## config.mk

```make
export PLATFORM = sky130hd
export DESIGN_NAME = bottling_sequencer
export DESIGN_NICKNAME = d
export VERILOG_FILES = /design/src/rtl/bottling_pkg.sv /design/src/rtl/bottling_sequencer_watchdog_timer.sv /design/src/rtl/bottling_sequencer.sv
export SDC_FILE = /design/constraint.sdc
export NUM_CORES = 1
export LEC_CHECK = 0
export BUFFER_PORTS_ARGS = -buffer_cell sky130_fd_sc_hd__buf_2
export CAP_MARGIN = 0
export CORE_UTILIZATION = 62
export DETAILED_ROUTE_END_ITERATION = 10
export PLACE_DENSITY = 0.86
export SYNTH_ARGS = -nofsm -noshare
export SYNTH_HDL_FRONTEND = slang
export SYNTH_HIERARCHICAL = 1
export SYNTH_SLANG_ARGS = --single-unit
```

## constraint.sdc

```tcl
create_clock -name clk -period 4.2 [get_ports clk]
set_input_delay 1.26 -clock clk [delete_from_list [all_inputs] [get_ports clk]]
set_output_delay 1.26 -clock clk [all_outputs]
set_load 0.02 [all_outputs]
```

## src/rtl/bottling_pkg.sv

```systemverilog
// bottling_pkg: shared state encoding and default counter width for the bottling line.
package bottling_pkg;
  localparam int COUNT_W = 8;
  typedef enum logic [2:0] {
    S_IDLE    = 3'd0,
    S_FILL    = 3'd1,
    S_ADVANCE = 3'd2,
    S_PAUSE   = 3'd3,
    S_DONE    = 3'd4,
    S_FAULT   = 3'd5
  } state_e;
endpackage

```

## src/rtl/bottling_sequencer_watchdog_timer.sv

```systemverilog
// watchdog_timer: counts running cycles since the last clear; expired marks the TIMEOUT_CYCLES-th.
module watchdog_timer #(
  parameter int TIMEOUT_CYCLES = 1000
) (
  input  logic clk,
  input  logic reset_n,
  input  logic run,
  input  logic clear,
  output logic expired
);
  localparam int W = $clog2(TIMEOUT_CYCLES + 1);
  logic [W-1:0] cnt;
  // expired is raised while the edge about to happen would be the TIMEOUT_CYCLES-th quiet one
  assign expired = run && cnt == W'(TIMEOUT_CYCLES - 1);
  always_ff @(posedge clk or negedge reset_n) begin
    if (!reset_n) cnt <= '0;
    else if (clear || !run) cnt <= '0;
    else if (!expired) cnt <= cnt + W'(1);
  end
endmodule

```

## src/rtl/bottling_sequencer.sv

```systemverilog
// bottling_sequencer: fills bottles pill by pill, hands them to the conveyor and stops at the batch target.
module bottling_sequencer #(
  parameter int COUNT_W        = bottling_pkg::COUNT_W,
  parameter int TIMEOUT_CYCLES = 1000
) (
  input  logic               clk,
  input  logic               reset_n,
  input  logic               working,
  input  logic [COUNT_W-1:0] pills_per_bottle,
  input  logic [COUNT_W-1:0] bottle_target,
  input  logic               pill_pulse,
  input  logic               conveyor_ready,
  output logic               gate_open,
  output logic               conveyor_advance,
  output logic [COUNT_W-1:0] pill_count,
  output logic [COUNT_W-1:0] bottle_count,
  output logic               done,
  output logic               fault
);
  import bottling_pkg::*;
  state_e state, next_state;
  logic [COUNT_W-1:0] ppb_latched, target_latched;
  logic expired, pill_done, bottle_done, run, clear;
  assign pill_done   = pill_pulse && (pill_count + COUNT_W'(1)) == ppb_latched;
  assign bottle_done = (bottle_count + COUNT_W'(1)) == target_latched;
  assign run         = state == S_FILL || state == S_ADVANCE;
  assign clear       = next_state != state || (state == S_FILL && pill_pulse);
  watchdog_timer #(.TIMEOUT_CYCLES(TIMEOUT_CYCLES)) u_watchdog (
    .clk(clk),
    .reset_n(reset_n),
    .run(run),
    .clear(clear),
    .expired(expired)
  );
  // a pill or a conveyor ack in the expiring cycle wins over the timeout
  always_comb begin
    next_state = state;
    case (state)
      S_IDLE:    if (working) next_state = (pills_per_bottle == '0 || bottle_target == '0) ? S_FAULT : S_FILL;
      S_FILL:    next_state = pill_done ? S_ADVANCE : (expired && !pill_pulse) ? S_FAULT : !working ? S_PAUSE : S_FILL;
      S_ADVANCE: next_state = conveyor_ready ? (bottle_done ? S_DONE : working ? S_FILL : S_PAUSE) : expired ? S_FAULT : S_ADVANCE;
      S_PAUSE:   if (working) next_state = S_FILL;
      S_DONE:    if (!working) next_state = S_IDLE;
      S_FAULT:   if (!working) next_state = S_IDLE;
      default:   next_state = S_IDLE;
    endcase
  end
  always_ff @(posedge clk or negedge reset_n) begin
    if (!reset_n) begin
      state            <= S_IDLE;
      gate_open        <= 1'b0;
      conveyor_advance <= 1'b0;
      done             <= 1'b0;
      fault            <= 1'b0;
    end else begin
      state            <= next_state;
      gate_open        <= next_state == S_FILL;
      conveyor_advance <= next_state == S_ADVANCE;
      done             <= next_state == S_DONE;
      fault            <= next_state == S_FAULT;
    end
  end
  always_ff @(posedge clk or negedge reset_n) begin
    if (!reset_n) begin
      ppb_latched    <= '0;
      target_latched <= '0;
      pill_count     <= '0;
      bottle_count   <= '0;
    end else if (state == S_IDLE && working) begin
      ppb_latched    <= pills_per_bottle;
      target_latched <= bottle_target;
      pill_count     <= '0;
      bottle_count   <= '0;
    end else if (state == S_FILL && pill_pulse) begin
      pill_count <= pill_count + COUNT_W'(1);
    end else if (state == S_ADVANCE && conveyor_ready) begin
      pill_count   <= '0;
      bottle_count <= bottle_count + COUNT_W'(1);
    end
  end
endmodule

```

==> flow_summary.yaml, run 1 <==
run_status:
  status: "finished clean"
route:
  ant_nets: 0
  drtPass1Iterations: 4
  drt_iter0_markers: 216
  wire_per_inst_um: 14.9
  postRouteWirelength_mm: 6.37
  via_per_inst: 5.96
  drc: 0
  dr_total_vias: 2547
logic_synthesis:
  synth_flop_cell: "dfrtp_1"
  async_reset_ff_frac: 1.00
  synth_edf_count: 0
  synth_fp_nets: 365
  yosys_warnings: 6
  syn_area_per_cell_um2: 8.52
  syn_area_mm2: 0.00290
  postSynthCellCount: 341
  yosysSeqAreaShare: 0.422
  synth.lib_cells_used.distinct: 58
  synth_seq_cells: 49
pwr:
  powerDensity_mw_per_mm2: 569
  ir_drop_mv: 0.350
  leakage_uw: 0.00148
finish:
  layout_common_cells: "81 x nand2_1, 49 x dfrtp_1, 40 x buf_2"
  multi_input_area_mm2: 0.00159
  syn2layout_area_growth_pct: 11.1
  drive_above_1_share: 0.171
  design_area_mm2: 0.00323
  antenna_cells: 0
  final_common_cell: "nand2_1"
  register_area_mm2: 0.00123
  stdcell_count: 427
  final_nets: 398
  nFillCells: 341
sta:
  setup_viol: 0
  fin_crit_sh: 0.677
  skew_ns: 0.00896
  layout_setup_ws_ns: 1.36
  min_period_ns: 2.84
  worstMarginPinSlew_ns: 1.06
  fmax_mhz: 352
  finalHoldViolations: 0
  drv_slew: 0
  whs_ns: 0.511
  rsz0062_at_grt: "false"
  relSlewSlack: 0.294
  finalSetupTns_ns: 0
clocking:
  clk_latency_ns: 0.31
  ctsRootBufferMaster: "clkbuf_8"
  cts.sinks: 49
  cts_tree: "yes"
  clkTransAtPathRegs_ns: 0.09
  cts.path.max_buffers: 2
  postCtsHoldBufs: 0
  cts_setup_buffers: 0
  post_cts_resized: 0
  cts_buffers: 5
  h-tree-depth: 2
grt:
  gr-total-overflow: 0
  antenna_found_initial: 0
  grt_max_degree: 50
  grt_pass1_vias: 2486
  grt_pass1_wl_mm: 11.3
  gr-usage-all-layers: 0.285
floorplanning:
  fp.dieH_um: 70.4
  rows: 24
  ioPinCount: 41
  initial_core_util: 0.658
  design.core.area_mm2: 0.00441
  dieArea_mm2: 0.00496
  die_x_um: 70.4
placed_design:
  dpl.cell_count: 419
  port_buffers: 40
  placed_area_mm2: 0.00309
  pre_cts_ws_ns: 1.16
  dp_hpwl_mm: 4.42
  place_congestion: 0.899
critical_path:
  regToRegSetupSlack_ns: 1.36
  crit_fanout: 9
  crit_path_cell_trace: "xnor2_1 > nor2_1 > nand4bb_1 > nor3_2 > nor3_1 > o21ai_0 > a21oi_1 > a21oi_1 > o311ai_0 > nand3_1 > or2b_1 > nor2_1 > o21a_1"
  cp_slowest_cell: "dfrtp_1"
  path_class: "reg2reg"
  startpoint_type: "register"
  arrival_ns: 3.04
  slowest_delay_ns: 0.51
  worstPathRequired_ns: 4.40
  worstSetupEndpointType: "register"
flow_run:
  maxCapViolations: 0
worst_hold_path:
  hp-class: "reg2reg"
==> power by group <==
part,internal [µW],switching (µW)
sequential,589,151
clock,237,159
combinational,282,417
==> worst max-delay path, delay by kind of cell (launching register included) <==
family	cells	cell delay [ns]
compound gates	5	0.73
xor+xnor	1	0.19
flops	1	0.51
simple gates	7	1.29
==> final timing paths <==
path	cells after the start	to	start
worst max-delay path	13	u_watchdog/cnt[2]$_DFFE_PN0P_	state[0]$_DFF_PN0_
worst min-delay path	2	target_latched[5]$_DFFE_PN0P_	target_latched[5]$_DFFE_PN0P_
worst max register to register	13	u_watchdog/cnt[2]$_DFFE_PN0P_	state[0]$_DFF_PN0_
worst min register to register	2	target_latched[5]$_DFFE_PN0P_	target_latched[5]$_DFFE_PN0P_
max in group asynchronous	1	u_watchdog/cnt[5]$_DFFE_PN0P_	reset_n
min in group asynchronous	1	bottle_count[7]$_DFFE_PN0P_	reset_n
==> stage by stage <==
stage | power, µW | utilization
floorplan | 1260 | -
global placement | 1410 | 0.700
detailed placement | 1430 | 0.700
CTS | 1830 | 0.731
global route | 1970 | 0.731
finish | 1830 | 0.731
==> cell usage after synthesis, types with 2 or more instances <==
cell	number	area share
nand4_2	2	0.0086
xor2_1	10	0.030
nor3_1	6	0.010
nor4_1	4	0.0086
nor2_1	23	0.030
dfrtp_1	49	0.42
o31ai_1	4	0.010
nand4_1	2	0.0043
o21a_1	3	0.0078
or4_1	2	0.0052
nand3_2	2	0.0069
nand2b_1	5	0.011
inv_1	4	0.0052
nor2_2	4	0.0086
xnor2_1	14	0.042
nand2_1	81	0.10
nor2b_1	6	0.013
clkbuf_1	6	0.0078
nand3_1	17	0.029
buf_4	4	0.010
nor3b_1	2	0.0052
and3_1	2	0.0043
buf_2	2	0.0034
or3_1	2	0.0043
and2_1	4	0.0086
or2b_1	2	0.0052
a21oi_1	15	0.026
a21o_1	2	0.0052
o21ai_0	30	0.052
ha_1	3	0.013
mux2i_1	2	0.0069
==> state kept, by name (all words and copies together) (netlist names) <==
| signal | count |
|---|---|
| bottle_count | 8 |
| conveyor_advance | 1 |
| done | 1 |
| fault | 1 |
| gate_open | 1 |
| pill_count | 8 |
| ppb_latched | 8 |
| state | 3 |
| target_latched | 8 |
| u_watchdog/cnt | 10 |
==> cell families (layout without fill, tap and decap cells) <==
kind of cell | after synthesis | in the layout | synth area share
AO/OA/AOI/OAI | 71 | 71 | 0.161
XOR/XNOR | 24 | 24 | 0.0724
adder cells (fa/ha/maj) | 3 | 3 | 0.0129
buffers and inverters | 18 | 52 | 0.0319
flip-flops | 49 | 49 | 0.422
multiplexers | 2 | 2 | 0.00689
AND/OR/NAND/NOR | 174 | 174 | 0.293
==> layer usage <==
| metal | part of all wire | vias up | wire length, µm | global-route usage |
|---|---|---|---|---|
| met4 | 0.011 | 0 | 72 | 0.0778 |
| met3 | 0.045 | 7 | 289 | 0.0491 |
| met2 | 0.48 | 86 | 3060 | 0.454 |
| met5 | 0 | - | 0 | 0 |
| met1 | 0.46 | 1218 | 2940 | 0.400 |
| li1 | - | 1236 | - | - |
==> area by class of cell <==
cell class | count | area share
clock buffer | 5 | 0.0213
clock inverter | 3 | 0.0202
inverter | 4 | 0.00465
multi-input combinational | 274 | 0.491
sequential | 49 | 0.380
tap | 52 | 0.0202
timing repair buffer | 40 | 0.0621
Power figures use the tool's default switching activity.
==> inputs of run 2 (changes only) <==
- CORE_UTILIZATION: 62 -> 57
- PLACE_DENSITY: 0.86 -> 0.8
- clock period: 4.2 -> 2.7 ns (I/O delays scaled with it)
==> run 2 against run 1 <==
Compared with the run above: utilization decreased by 4.5 points; clock-buffer cell count unchanged; critical path depth decreased by 2; global-route usage decreased by 1.6 points; first-iteration DRC count decreased by 30%; clock skew about the same; final cell count increased by 5.2%; routed wire length increased by 2.0%; clock power increased by 28%; critical endpoint unchanged; largest power group is now combinational logic.
==> flow_summary.yaml, run 2 (synthesis gave the netlist of run 1 again) <==
pwr:
  power.share.sequential: 0.399
  powerDensity_mw_per_mm2: 849
  switchingPower_uw: 1130
  p_int_uw: 1670
  comb_power_share: 0.421
  leakage_uw: 0.00153
  switching_share: 0.403
  ir_drop_mv: 0.423
  power_frac_clock: 0.180
clocking:
  cts_buffers: 5
  clkTransAtPathRegs_ns: 0.09
  h-tree-depth: 2
  cts.sinks: 49
  clk_latency_ns: 0.30
  cts_tree: "yes"
  cts.path.max_buffers: 2
  ctsRootBufferMaster: "clkbuf_8"
critical_path:
  slowest_delay_ns: 0.45
  cp_slowest_cell: "dfrtp_1"
  crit_family: "compound AO/OA/AOI/OAI gates"
  startpoint_type: "register"
  crit_path_cell_trace: "ha_1 > xnor2_1 > nand2_1 > a2111oi_4 > o211ai_2 > a21oi_1 > o311ai_0 > nand3_1 > or2b_4 > nor2_1 > o21a_1"
  crit_fanout: 7
  arrival_ns: 2.69
  worstPathRequired_ns: 2.89
  regToRegSetupSlack_ns: 0.20
  path_buf_inv: 0
  worstSetupEndpointType: "register"
  path_class: "reg2reg"
floorplanning:
  ioPinCount: 41
  dieArea_mm2: 0.00538
  design.core.area_mm2: 0.00482
  die_x_um: 73.4
  initial_core_util: 0.603
  fp.dieH_um: 73.4
  rows: 25
route:
  wire_per_inst_um: 14.5
  drc: 0
  via_per_inst: 5.68
  postRouteWirelength_mm: 6.50
  dr_total_vias: 2551
  ant_nets: 0
  drtPass1Iterations: 4
  drt_iter0_markers: 151
finish:
  final_common_cell: "nand2_1"
  register_area_mm2: 0.00123
  drive_above_1_share: 0.194
  layout_common_cells: "81 x nand2_1, 49 x dfrtp_1, 40 x buf_2"
  nFillCells: 421
  syn2layout_area_growth_pct: 13.7
  design_area_mm2: 0.00330
  top_register: "u_watchdog/cnt"
  multi_input_area_mm2: 0.00160
  largest_register_ffs: 10
  final_nets: 406
  antenna_cells: 0
sta:
  min_period_ns: 2.50
  fmax_mhz: 400
  drv_slew: 0
  layout_setup_ws_ns: 0.200
  setup_viol: 0
  worstMarginPinSlew_ns: 0.824
  finalHoldViolations: 0
  finalSetupTns_ns: 0
  fin_crit_sh: 0.926
  skew_ns: 0.00942
  relSlewSlack: 0.447
placed_design:
  place_congestion: 0.934
  dp_hpwl_mm: 4.74
  port_buffers: 40
  placed_area_mm2: 0.00318
  pre_cts_ws_ns: 0.158
worst_hold_path:
  hp-class: "in2async"
grt:
  antenna_found_initial: 0
  gr-total-overflow: 0
  grt_pass1_wl_mm: 11.2
  gr-usage-all-layers: 0.268
  grt_max_degree: 26
  grt_pass1_vias: 2456
run_status:
  status: "finished clean"
flow_run:
  maxCapViolations: 0
-- run 2: cell count changes in the layout (fill, tap and decap cells not counted), sizes merged --
| cell | previous run | this run |
|---|---|---|
| buf | 40 | 48 |
| bufinv | 2 | 1 |
-- run 2: cell type report --
cell class / instances / area share
well taps: 67 / 0.0254
flip-flops and latches: 49 / 0.371
multi-input cells: 274 / 0.485
inverters: 4 / 0.00455
repair buffers: 48 / 0.0826
clock buffers: 5 / 0.0208
clock inverters: 2 / 0.0106
-- run 2: worst paths after layout --
kind	startpoint	end	depth (start not counted)
max	bottle_count[0]$_DFFE_PN0P_	u_watchdog/cnt[2]$_DFFE_PN0P_	11
min	reset_n	bottle_count[3]$_DFFE_PN0P_	1
max reg2reg	bottle_count[0]$_DFFE_PN0P_	u_watchdog/cnt[2]$_DFFE_PN0P_	11
min reg2reg	target_latched[4]$_DFFE_PN0P_	target_latched[4]$_DFFE_PN0P_	2
max in group asynchronous	reset_n	u_watchdog/cnt[4]$_DFFE_PN0P_	2
min in group clk	target_latched[4]$_DFFE_PN0P_	target_latched[4]$_DFFE_PN0P_	2
-- run 2: layer usage --
metal | global-route usage | up-vias | wire (µm)
met2 | 0.445 | 59 | 3220
met4 | 0.0833 | 0 | 70
li1 | - | 1261 | -
met1 | 0.363 | 1223 | 2970
met5 | 0 | - | 0
met3 | 0.0412 | 8 | 228
-- run 2: what timing repair did --
item | 4_1_cts | 5_1_grt
buffers inserted | 0 | 0
hold buffers | 0 | 0
gates resized for setup | 0 | 4
setup endpoints to repair | 0 | 8
hold endpoints to repair | 0 | 0
-- run 2: through the flow --
stage	cells	power [µW]	util	hold slack, ns
after global routing	449	3010	0.685	0.547
after CTS	449	2790	0.682	0.505
after floorplan	341	1970	-	0.465
after detailed placement	442	2270	0.661	0.482
final	449	2800	0.685	0.502
after global placement	442	2230	0.661	0.482
-- run 2: power groups by stage --
stage / logic, µW / clock network, µW / registers, µW
finish: 1180 / 505 / 1120
global route: 1330 / 544 / 1140
CTS: 1150 / 517 / 1120
detailed placement: 1140 / 0 / 1130
global placement: 1110 / 0 / 1120
floorplan: 850 / 0 / 1120
